**config.mk**
```make
export PLATFORM = sky130hd
export DESIGN_NAME = fifo_buffer_ctrl
export DESIGN_NICKNAME = d
export VERILOG_FILES = /design/src/rtl/usb_buffer_pkg.sv /design/src/rtl/fifo_buffer_ctrl.sv
export SDC_FILE = /design/constraint.sdc
export NUM_CORES = 1
export LEC_CHECK = 0
export ABC_AREA = 1
export CAP_MARGIN = 20
export CORE_UTILIZATION = 45
export DETAILED_ROUTE_END_ITERATION = 10
export HOLD_SLACK_MARGIN = 0.03
export PLACE_DENSITY = 0.81
export SYNTH_ARGS = -nofsm -noshare
export SYNTH_HDL_FRONTEND = slang
export SYNTH_SLANG_ARGS = --single-unit
```
**constraint.sdc**
```tcl
create_clock -name clk -period 2.9 [get_ports clk]
set_clock_uncertainty 0.2 [all_clocks]
set_input_delay 0.435 -clock clk [delete_from_list [all_inputs] [get_ports clk]]
set_output_delay 0.435 -clock clk [all_outputs]
set_load 0.02 [all_outputs]
```
**src/rtl/usb_buffer_pkg.sv**
```systemverilog
// Shared sizing and FSM encoding for the USB endpoint data buffer and its controller.
package usb_buffer_pkg;

   localparam int BUF_DEPTH = 64;
   localparam int OCC_W     = 7;
   localparam logic [OCC_W-1:0] OCC_FULL = OCC_W'(BUF_DEPTH);

   typedef enum logic [2:0] {
      IDLE,
      HOST_FILL,
      TX_ACTIVE,
      RX_ACTIVE,
      RX_HOLD
   } buf_ctrl_state_t;

endpackage

```
**src/rtl/fifo_buffer_ctrl.sv**
```systemverilog
// Phase sequencer and access arbiter for the endpoint FIFO; gates every buffer strobe
// by phase and occupancy and reports rejected accesses as one-cycle error pulses.
module fifo_buffer_ctrl
   import usb_buffer_pkg::*;
(
   input  logic             clk,
   input  logic             n_rst,
   input  logic             host_store,
   input  logic             host_get,
   input  logic             host_tx_commit,
   input  logic             host_clear,
   input  logic             rx_store,
   input  logic             rx_packet_done,
   input  logic             rx_packet_error,
   input  logic             tx_get,
   input  logic             tx_packet_done,
   input  logic [OCC_W-1:0] buffer_occupancy,
   output logic             store_tx_data,
   output logic             store_rx_packet_data,
   output logic             get_rx_data,
   output logic             get_tx_packet_data,
   output logic             clear,
   output logic             flush,
   output logic             tx_start,
   output logic [OCC_W-1:0] tx_byte_count,
   output logic             rx_busy,
   output logic             rx_data_avail,
   output logic             host_err,
   output logic             usb_err
);

   buf_ctrl_state_t  state_q, state_d;
   logic [OCC_W-1:0] tx_cnt_q, tx_cnt_d;
   logic             host_err_q, host_err_d;
   logic             usb_err_q, usb_err_d;
   logic             tx_start_q, tx_start_d;
   logic             st_tx_d, st_rx_d, gt_rx_d, gt_tx_d, clr_d, fls_d;
   logic             occ_nz, occ_full;

   assign occ_nz   = buffer_occupancy != '0;
   assign occ_full = buffer_occupancy >= OCC_FULL;

   always_comb begin
      state_d    = state_q;
      tx_cnt_d   = tx_cnt_q;
      host_err_d = 1'b0;
      usb_err_d  = 1'b0;
      tx_start_d = 1'b0;
      st_tx_d    = 1'b0;
      st_rx_d    = 1'b0;
      gt_rx_d    = 1'b0;
      gt_tx_d    = 1'b0;
      clr_d      = 1'b0;
      fls_d      = 1'b0;
      if (host_clear) begin
         clr_d    = 1'b1;
         state_d  = IDLE;
         tx_cnt_d = '0;
      end else begin
         unique case (state_q)
            IDLE: begin
               if (rx_store) begin
                  st_rx_d = 1'b1;
                  state_d = RX_ACTIVE;
               end else if (host_store) begin
                  st_tx_d = 1'b1;
                  state_d = HOST_FILL;
               end
               host_err_d = (rx_store && host_store) || host_get || host_tx_commit;
               usb_err_d  = tx_get;
            end
            HOST_FILL: begin
               st_tx_d = host_store && !occ_full;
               if (host_tx_commit && occ_nz) begin
                  tx_cnt_d   = buffer_occupancy + {{(OCC_W-1){1'b0}}, st_tx_d};
                  tx_start_d = 1'b1;
                  state_d    = TX_ACTIVE;
               end
               host_err_d = (host_store && occ_full) || (host_tx_commit && !occ_nz) || host_get;
               usb_err_d  = tx_get;
            end
            TX_ACTIVE: begin
               gt_tx_d    = tx_get && occ_nz;
               usb_err_d  = tx_get && !occ_nz;
               host_err_d = host_store || host_get || host_tx_commit;
               if (tx_packet_done) begin
                  fls_d   = occ_nz;
                  state_d = IDLE;
               end
            end
            RX_ACTIVE: begin
               host_err_d = host_store || host_get || host_tx_commit;
               // A bad packet is discarded whole, even if its last byte arrives now.
               if (rx_packet_error) begin
                  fls_d   = 1'b1;
                  state_d = IDLE;
               end else begin
                  st_rx_d   = rx_store && !occ_full;
                  usb_err_d = rx_store && occ_full;
                  if (rx_packet_done) state_d = (occ_nz || st_rx_d) ? RX_HOLD : IDLE;
               end
            end
            RX_HOLD: begin
               gt_rx_d    = host_get && occ_nz;
               host_err_d = (host_get && !occ_nz) || host_store || host_tx_commit;
               if (gt_rx_d && buffer_occupancy == OCC_W'(1)) state_d = IDLE;
            end
            default: state_d = IDLE;
         endcase
      end
   end

   always_ff @(posedge clk or negedge n_rst) begin
      if (!n_rst) begin
         state_q    <= IDLE;
         tx_cnt_q   <= '0;
         host_err_q <= 1'b0;
         usb_err_q  <= 1'b0;
         tx_start_q <= 1'b0;
      end else begin
         state_q    <= state_d;
         tx_cnt_q   <= tx_cnt_d;
         host_err_q <= host_err_d;
         usb_err_q  <= usb_err_d;
         tx_start_q <= tx_start_d;
      end
   end

   // Strobes are combinational, so reset has to mask them directly.
   assign store_tx_data        = st_tx_d & n_rst;
   assign store_rx_packet_data = st_rx_d & n_rst;
   assign get_rx_data          = gt_rx_d & n_rst;
   assign get_tx_packet_data   = gt_tx_d & n_rst;
   assign clear                = clr_d & n_rst;
   assign flush                = fls_d & n_rst;

   assign tx_start      = tx_start_q;
   assign tx_byte_count = tx_cnt_q;
   assign host_err      = host_err_q;
   assign usb_err       = usb_err_q;
   assign rx_busy       = (state_q == HOST_FILL) || (state_q == TX_ACTIVE) || (state_q == RX_HOLD);
   assign rx_data_avail = (state_q == RX_HOLD);

endmodule
```
==> impl_metrics.json, run 1 <==
{
  "place.detailed.instances": 204,
  "most_common_cell_after_layout_fill_and_taps_aside": "sky130_fd_sc_hd__clkdlybuf4s50_1",
  "finalSetupViolCount": 0,
  "buffer_ports.inserted": 35,
  "postRouteAntennaNets": 0,
  "floorplan.initialDensity_pct": 48.7,
  "cell_area_after_synthesis_um2": 965,
  "yosysUniqueCellTypes": 20,
  "die-area_um2": 2330,
  "dp_hpwl_um": 2070,
  "final_nets": 202,
  "n_fill_cell": 155,
  "critical_path.cell_chain": "clkdlybuf4s50_1, nor2_1, nand2_1, nor2_2, nor2_1, nand2_1, a21oi_1, clkdlybuf4s50_1",
  "num_vias": 1100,
  "drt-total-wl_um": 2630,
  "final_max_slew_viol_count": 0,
  "rows": 16,
  "mostFrequentLayoutCells": "sky130_fd_sc_hd__clkdlybuf4s50_1 (33), sky130_fd_sc_hd__nand2_1 (31), sky130_fd_sc_hd__inv_1 (21)",
  "fin_setup_tns_ns": 0,
  "grt_max_degree": 15,
  "max_freq_mhz": 356,
  "ys_warn_count": 0,
  "cts.sinks": 13,
  "grt.overflow.total": 0,
  "drc": 0,
  "final.min_clock_period_ns": 2.81,
  "cts_inserted_buffers": 3,
  "clkTransAtPathRegs_ns": 0.09,
  "ir_worst_vdd_uv": 279,
  "post_layout_nonfiller_instances": 208,
  "post_route_cells_drive_above_1_share_pct": 6.63,
  "crit_required_ns": 2.27,
  "run_status": "finished clean",
  "syn_inst": 141,
  "final_hold_viol_count": 0,
  "timing.max_cap.violations": 0,
  "route.detailed.wl_per_inst_um": 12.7,
  "setup.reg_to_reg.worst_slack_ns": 1.18,
  "worst-slew-pin-transition_ns": 0.424,
  "fp.dieH_um": 48.3,
  "core_um2": 1980,
  "flow.area_growth_from_synthesis_pct": 44.1,
  "post_drt_via_cell_ratio": 5.29,
  "setup_crit_end_kind": "output pin",
  "crit_path_max_incr_delay_ns": 0.62,
  "die_boundary_width_um": 48.3,
  "top_level_ports": 36,
  "cts-root-to-sink-buffers": 2,
  "htreeDepth": 1,
  "timing.hold.worst.class": "input pin to async pin",
  "place.gp.congestion": 0.882,
  "antennaDiodeCount": 0,
  "syn-mean-instance-area_um2": 6.84,
  "cts_root_buf": "sky130_fd_sc_hd__clkbuf_4",
  "slew-limit-headroom_pct": 71.7,
  "cts_tree": "done",
  "period_share_pct": 96.9,
  "cts_hold_buffers": 0,
  "critPathSlowestCell": "sky130_fd_sc_hd__clkdlybuf4s50_1",
  "timing.reg2reg.worst_path_depth": 7,
  "detail_route.iter0.violations": 44,
  "mappedNetlistNets": 161,
  "yosysSeqAreaShare_pct": 33.7,
  "worst_setup_path_end": "flush",
  "dr.pass1.iters": 4,
  "worst-endpoint-arrival_ns": 2.17,
  "crit_start": "buffer_occupancy[4]",
  "p_leak_nw": 0.665,
  "cp_max_fo": 6,
  "via_count_of_the_first_global_routing_pass": 991,
  "cts_setup_buffers": 0,
  "gr_util_all_layers_pct": 23.6,
  "crit-reg2reg-launch": "state_q[2]",
  "worstSkewPairLatency_ns": 0.28,
  "grt_first_pass_wirelength_um": 4370,
  "grt_antenna_before_repair": 0,
  "path_class": "input pin to output pin",
  "power_density_nw_per_um2": 558,
  "rsz0062_at_grt": "no",
  "timing.rr.end": "state_q[2]",
  "flop_and_latch_count_out_of_synthesis": 13,
  "critPathLaunchType": "input pin"
}
Yosys cell counts:
master / instances / area [um2]
sky130_fd_sc_hd__nand2_1: 31 / 116
sky130_fd_sc_hd__inv_1: 21 / 78.8
sky130_fd_sc_hd__nand3_1: 18 / 90.1
sky130_fd_sc_hd__dfrtp_1: 13 / 325
sky130_fd_sc_hd__nor2_1: 13 / 48.8
sky130_fd_sc_hd__o21ai_0: 10 / 50.1
sky130_fd_sc_hd__a21oi_1: 8 / 40.0
sky130_fd_sc_hd__nor3_1: 5 / 25.0
sky130_fd_sc_hd__xor2_1: 4 / 35.0
sky130_fd_sc_hd__nand3b_1: 3 / 22.5
sky130_fd_sc_hd__nand4_1: 3 / 18.8
sky130_fd_sc_hd__buf_2: 2 / 10.0
sky130_fd_sc_hd__buf_6: 2 / 22.5
sky130_fd_sc_hd__ha_1: 2 / 25.0
sky130_fd_sc_hd__a211oi_1: 1 / 7.51
sky130_fd_sc_hd__a32oi_1: 1 / 8.76
sky130_fd_sc_hd__nor3_4: 1 / 16.3
sky130_fd_sc_hd__nor4_1: 1 / 6.26
sky130_fd_sc_hd__o41ai_1: 1 / 8.76
sky130_fd_sc_hd__xnor2_1: 1 / 8.76
logic make-up after synthesis:
logic type	share of synthesized area (%)
AO/OA/AOI/OAI	11.9
XOR/XNOR	4.54
adder cells (fa/ha/maj)	2.59
buffers and inverters	11.5
flip-flops	33.7
AND/OR/NAND/NOR	35.7
flip-flops by register name, indices dropped and copies added, names as in the netlist:
name	cells
usb_err	1
host_err	1
tx_start	1
tx_byte_count	7
state_q	3
final cells by class:
cell class	count	area (um2)	share of cell area, %
clock buffers	4	26.3	1.89
well taps	27	33.8	2.43
inverters	21	78.8	5.67
flip-flops and latches	13	327	23.5
multi-input cells	103	536	38.5
repair buffers	40	389	28.0
critical path: cells and delay by family:
family / cells / cell delay (ns)
AO/OA/AOI/OAI: 1 / 0.15
buffers and inverters: 2 / 1.16
AND/OR/NAND/NOR: 5 / 0.43
layer usage:
metal  vias up  global-route usage, %  part of all wire, %
met3         2                   5.35                   11
li1        544                      -                    -
met1       496                   31.7                   43
met4         0                   7.35                 0.23
met5         -                      0                    0
met2        58                   37.8                   46
through the flow:
step / area, um2 / hold slack [ns] / utilization [%] / power, mW / worst slack, ns
after floorplan: 965 / -0.0606 / - / 0.502 / 0.684
after global placement: 1350 / 0.299 / 68.3 / 0.647 / 0.0767
after detailed placement: 1350 / 0.307 / 68.3 / 0.651 / 0.0771
after CTS: 1380 / 0.304 / 69.8 / 0.770 / 0.0702
after global routing: 1390 / 0.319 / 70.1 / 0.825 / 0.0195
final: 1390 / 0.282 / 70.1 / 0.776 / 0.0908
power breakdown:
| group | switching, mW | internal [mW] |
|---|---|---|
| Clock | 0.0668 | 0.0534 |
| Sequential | 0.0411 | 0.219 |
| Combinational | 0.231 | 0.166 |
| Total | 0.338 | 0.438 |
worst min-delay path by stage:
stage	cells past startpoint	slack (ns)	start	to
after floorplan	0	-0.06	n_rst	host_err
after global placement	2	0.30	tx_byte_count[4]	tx_byte_count[4]
after detailed placement	2	0.31	tx_byte_count[1]	tx_byte_count[1]
after CTS	2	0.30	n_rst	host_err
after global routing	2	0.32	n_rst	host_err
final	2	0.28	n_rst	host_err
repair_timing:
action	4_1_cts	5_1_grt
endpoints found under the hold margin	0	0
cloned	0	0
setup endpoints to repair	1	2
gates resized for setup	2	3
pin swaps	0	0
Power figures use the tool's default switching activity.
==> run 2: changes to the inputs <==
CTS_CLUSTER_SIZE = 30   (was not set)
==> results of run 2 <==
Same layout as run 1: the final DEF is identical, and so are final timing and power.
==> edit 1, RTL diff (settings of run 1) <==
Reset style: synchronous (`n_rst`), changed in one clocked block.
--- a/src/rtl/fifo_buffer_ctrl.sv
+++ b/src/rtl/fifo_buffer_ctrl.sv
@@ -110,7 +110,7 @@
       end
    end
 
-   always_ff @(posedge clk or negedge n_rst) begin
+   always_ff @(posedge clk) begin
       if (!n_rst) begin
          state_q    <= IDLE;
          tx_cnt_q   <= '0;
Formal check against the unedited RTL: differs if n_rst is asserted again (counterexample within 4 cycles, from zero or initial values and one cycle with n_rst low); with n_rst held inactive, the same outputs for 10 cycles.
==> edit 1 against run 1 <==
Critical path depth stayed put; setup slack gained 43 ps; highest routed layer unchanged; final area about the same; sequential cell count did not move; area after synthesis decreased by 3.2%; routed wire length down 1.9%; global-route usage rose by 1.7 points.
Power is not compared: it rests on default switching activity, and its combinational part moved more than twofold at a synthesized area within 25%.
==> edit 1: results (changes against run 1) <==
Vias in the first global route: 971 (-2.0%)
Pwr Total: 0.000498 W
Asr flop ratio synth: 0 (-1.00)
NonClk Buf Share: 0.290 (+0.0102)
Dominant synthesized flop cell: dfxtp_1
Filler cells: 181 (+17%)
Flop-to-flop setup slack: 1310 ps (+130 ps)
R2R Path End: tx_byte_count[3]
Netlist cell types: 25 (+25%)
Largest net degree at the start of global routing: 11 (-4)
Hold Path Class: reg2reg
FFs & Latches: 13 (unchanged)
Xor/xnor share of the synthesized area: 0.0469 (+0.00152)
Tcrit/Tclk final: 0.954 (-0.0147)
Multi-Input Combinational: 112 (+8.7%)
Outcome: finished clean
Crit path arrival time: 2130 ps (-40 ps)
Via/cell ratio: 4.95 (-6.5%)
Commonest cells in the netlist: nand2_1, nor2_1, inv_1
DRT iter0 DRCs: 18 (-59%)
Final net count: 214 (+5.9%)
HPWL after DPL: 2140 um (+3.4%)
First-pass GRT wire length: 4030 um (-7.9%)
Compound-Gate Fraction of Synth Area: 0.122 (+0.00266)
Post-synthesis adder-cell area fraction: 0.0268 (+0.000869)
Share of cells above drive strength 1: 0.124 (+0.0581)
Synth top area cells: dfxtp_1, nand2_1, nor2_1, inv_1, a21oi_1
Mapped Nets: 169 (+5.0%)
Tot GR Track Use: 0.253 (+0.0170)
Routability Congestion: 0.913 (+3.5%)
Repair and plain buffers: 42 (+5.0%)
Crit. Startpoint: buffer_occupancy[5]
Non-clock inverter count: 22 (+4.8%)
Wire length per cell: 11.7 um (-7.3%)
Least-Margin Pin Slew: 326 ps (-98.1 ps)
Origin of the critical flop-to-flop path: state_q[1]
Reg2Reg Depth: 5 (-2)
Seq. cell area: 260 um2 (-20%)
Multi-input combinational area share: 0.419 (+0.0337)
Worst-path fanout max: 4 (-2)
==> edit 1: cell count changes in the layout (fill, tap and decap cells not counted), sizes merged, moves of 3 or more <==
| cell | change |
|---|---|
| nand3 | -4 |
| dfrtp | -13 |
| a21oi | +5 |
| nor2 | +15 |
| nand3b | -3 |
| nand2 | +4 |
| dfxtp | +13 |
| nor3 | -4 |
==> edit 1: routing by layer <==
| layer | vias up | track usage | wire, um |
|---|---|---|---|
| li1 | 560 | - | - |
| met1 | 477 | 0.308 | 1080 |
| met2 | 41 | 0.441 | 1270 |
| met3 | 10 | 0.0566 | 153 |
| met4 | 0 | 0.0833 | 71 |
| met5 | - | 0 | 0 |
==> edit 1: per-stage QoR <==
stage / setup slack (ps) / cells / hold slack, ps / cell area [um2] / util
3_5_place_dp: 81.5 / 216 / 265 / 1360 / 0.693
6_report: 133 / 220 / 271 / 1390 / 0.708
3_3_place_gp: 144 / 216 / 261 / 1360 / 0.693
4_1_cts: 87.2 / 220 / 276 / 1390 / 0.707
5_1_grt: 6.33 / 220 / 295 / 1390 / 0.708
2_1_floorplan: 945 / 149 / 341 / 933 / -
==> edit 1: cells by family (layout without fill, tap and decap cells) <==
| kind of cell | count (synthesis) | after routing |
|---|---|---|
| and+or+nand+nor | 83 | 83 |
| buffers and inverters | 24 | 68 |
| xor gates and xnor gates | 5 | 5 |
| DFF | 13 | 13 |
| adders and majority gates | 2 | 2 |
| AOI/OAI and AO/OA | 22 | 22 |
==> edit 1: worst max-delay path: stages <==
cell	delay (ps)
clkdlybuf4s50_1	510
nor2_1	60
nand2_1	160
nor2_4	80
nor2_1	80
nand2_1	60
a21oi_1	130
clkdlybuf4s50_1	610
==> edit 2, RTL diff (settings of run 1) <==
Made on the original files. Change the package constant `OCC_W` from 7 to 8.
--- a/src/rtl/usb_buffer_pkg.sv
+++ b/src/rtl/usb_buffer_pkg.sv
@@ -2,7 +2,7 @@
 package usb_buffer_pkg;
 
    localparam int BUF_DEPTH = 64;
-   localparam int OCC_W     = 7;
+   localparam int OCC_W     = 8;
    localparam logic [OCC_W-1:0] OCC_FULL = OCC_W'(BUF_DEPTH);
 
    typedef enum logic [2:0] {
Interface: changed (resized buffer_occupancy and tx_byte_count); port bits go from 36 to 38. The function was not compared with the original's and may differ.
==> edit 2 against run 1 <==
Routed wire length up 12%; sequential cell count up 1; setup slack better by 85 ps; area after synthesis up 15%; power up 9.2%; count of clock-buffer cells in the layout unchanged; final area up 16%; sequential power up 2%; final cell count up 11%; critical endpoint is now get_tx_packet_data; largest cell class unchanged.
==> edit 2: results (changes against run 1) <==
Outcome: finished clean
Largest net degree at the start of global routing: 16 (+1)
Number of flip-flops in the largest register: 8 (+1)
First-pass GRT wire length: 5170 um (+18%)
Vias in the first global route: 1223 (+23%)
Netlist cell types: 31 (+55%)
Worst VDD drop: 0.420 mV (+51%)
Die Wd: 51.6 um (+6.8%)
Final net count: 225 (+11%)
Mapped Nets: 176 (+9.3%)
First-pass DRT Iterations: 4 (unchanged)
Post-CTS resize count: 0 (-2)
Vias post-DR: 1261 (+15%)
Share of cells above drive strength 1: 0.167 (+0.101)
Post-synthesis sequential area ratio: 0.316 (-0.0208)
Crit path arrival time: 2090 ps (-80 ps)
HPWL after DPL: 2450 um (+18%)
Leak: 0.817 nW (+23%)
Clock Latency Late Sink: 280 ps (about the same)
Root Driver: clkbuf_4
Wire length per cell: 12.8 um (+1.1%)
Routability Congestion: 0.937 (+6.2%)
Synth top area cells: dfrtp_1, nand2_1, nand3_1, inv_1, o21ai_0
Reg2Reg Depth: 8 (+1)
Worst-path fanout max: 3 (-3)
Tot GR Track Use: 0.260 (+0.0243)
DRT iter0 DRCs: 52 (+18%)
Slew HR: 0.671 (-0.0462)
Commonest cells in the netlist: nand2_1, inv_1, nand3_1
ANT nets after route: 0 (unchanged)
Port bufs: 37 (+5.7%)
CTS Buffer Depth: 2 (unchanged)
-- edit 2: changes by cell type after synthesis, sizes merged, moves of 2 or more --
cell and delta:
a21oi -2, inv +5, nor2 +7, nand3b -3, nand3 +3, buf -3, o21ai +4
-- edit 2: logic make-up (layout without fill, tap and decap cells) --
family                     after synthesis  in the layout  synth area share
and+or+nand+nor                         81             81             0.394
DFF                                     14             14             0.316
adders and majority gates                2              2            0.0226
buffers and inverters                   29             77             0.103
xor gates and xnor gates                 4              4            0.0316
AOI/OAI and AO/OA                       25             25             0.132
-- edit 2: metrics by stage --
stage / util / instance area (um2) / instances / setup slack (ps) / total power [W]
2_1_floorplan: - / 1110 / 155 / 812 / 0.000529
3_3_place_gp: 0.690 / 1570 / 227 / 97.5 / 0.000693
3_5_place_dp: 0.690 / 1570 / 227 / 46.2 / 0.000705
4_1_cts: 0.706 / 1610 / 231 / 39.6 / 0.000846
5_1_grt: 0.711 / 1620 / 231 / 15.4 / 0.000908
6_report: 0.711 / 1620 / 231 / 176 / 0.000847
-- edit 2: final timing paths --
path                                   from                 end  slack (ps)
min in group clk           tx_byte_count[3]    tx_byte_count[3]         320
max reg2reg                      state_q[1]          state_q[1]        1200
min reg2reg                tx_byte_count[3]    tx_byte_count[3]         320
min                                   n_rst    tx_byte_count[5]         290
max                                   n_rst  get_tx_packet_data         180
max in group asynchronous             n_rst          state_q[2]        2030
-- edit 2: layout make-up --
class	count	area [um2]
clock buffer	4	36.3
inverter	27	105
timing repair buffer	46	443
tap	28	35.0
multi-input combinational	112	648
fill	165	658
sequential	14	350
-- edit 2: report_power, final --
| group | switching [W] | internal (W) | leakage, nW |
|---|---|---|---|
| clock | 0.0000655 | 0.0000765 | 0.0210 |
| sequential | 0.0000349 | 0.000232 | 0.190 |
| combinational | 0.000260 | 0.000179 | 0.606 |
| total | 0.000360 | 0.000487 | 0.817 |
-- edit 2: metal layers --
metal,GRT usage,part of all wire,up-vias
li1,-,-,607
met1,0.342,0.44,588
met2,0.422,0.49,59
met3,0.0380,0.063,7
met4,0.113,0.014,0
met5,0,0,-
-- edit 2: critical path: stages --
cell,delay [ps]
clkdlybuf4s50_1,480
inv_1,80
nor2_1,90
inv_1,80
nor4_1,270
clkdlybuf4s50_1,650
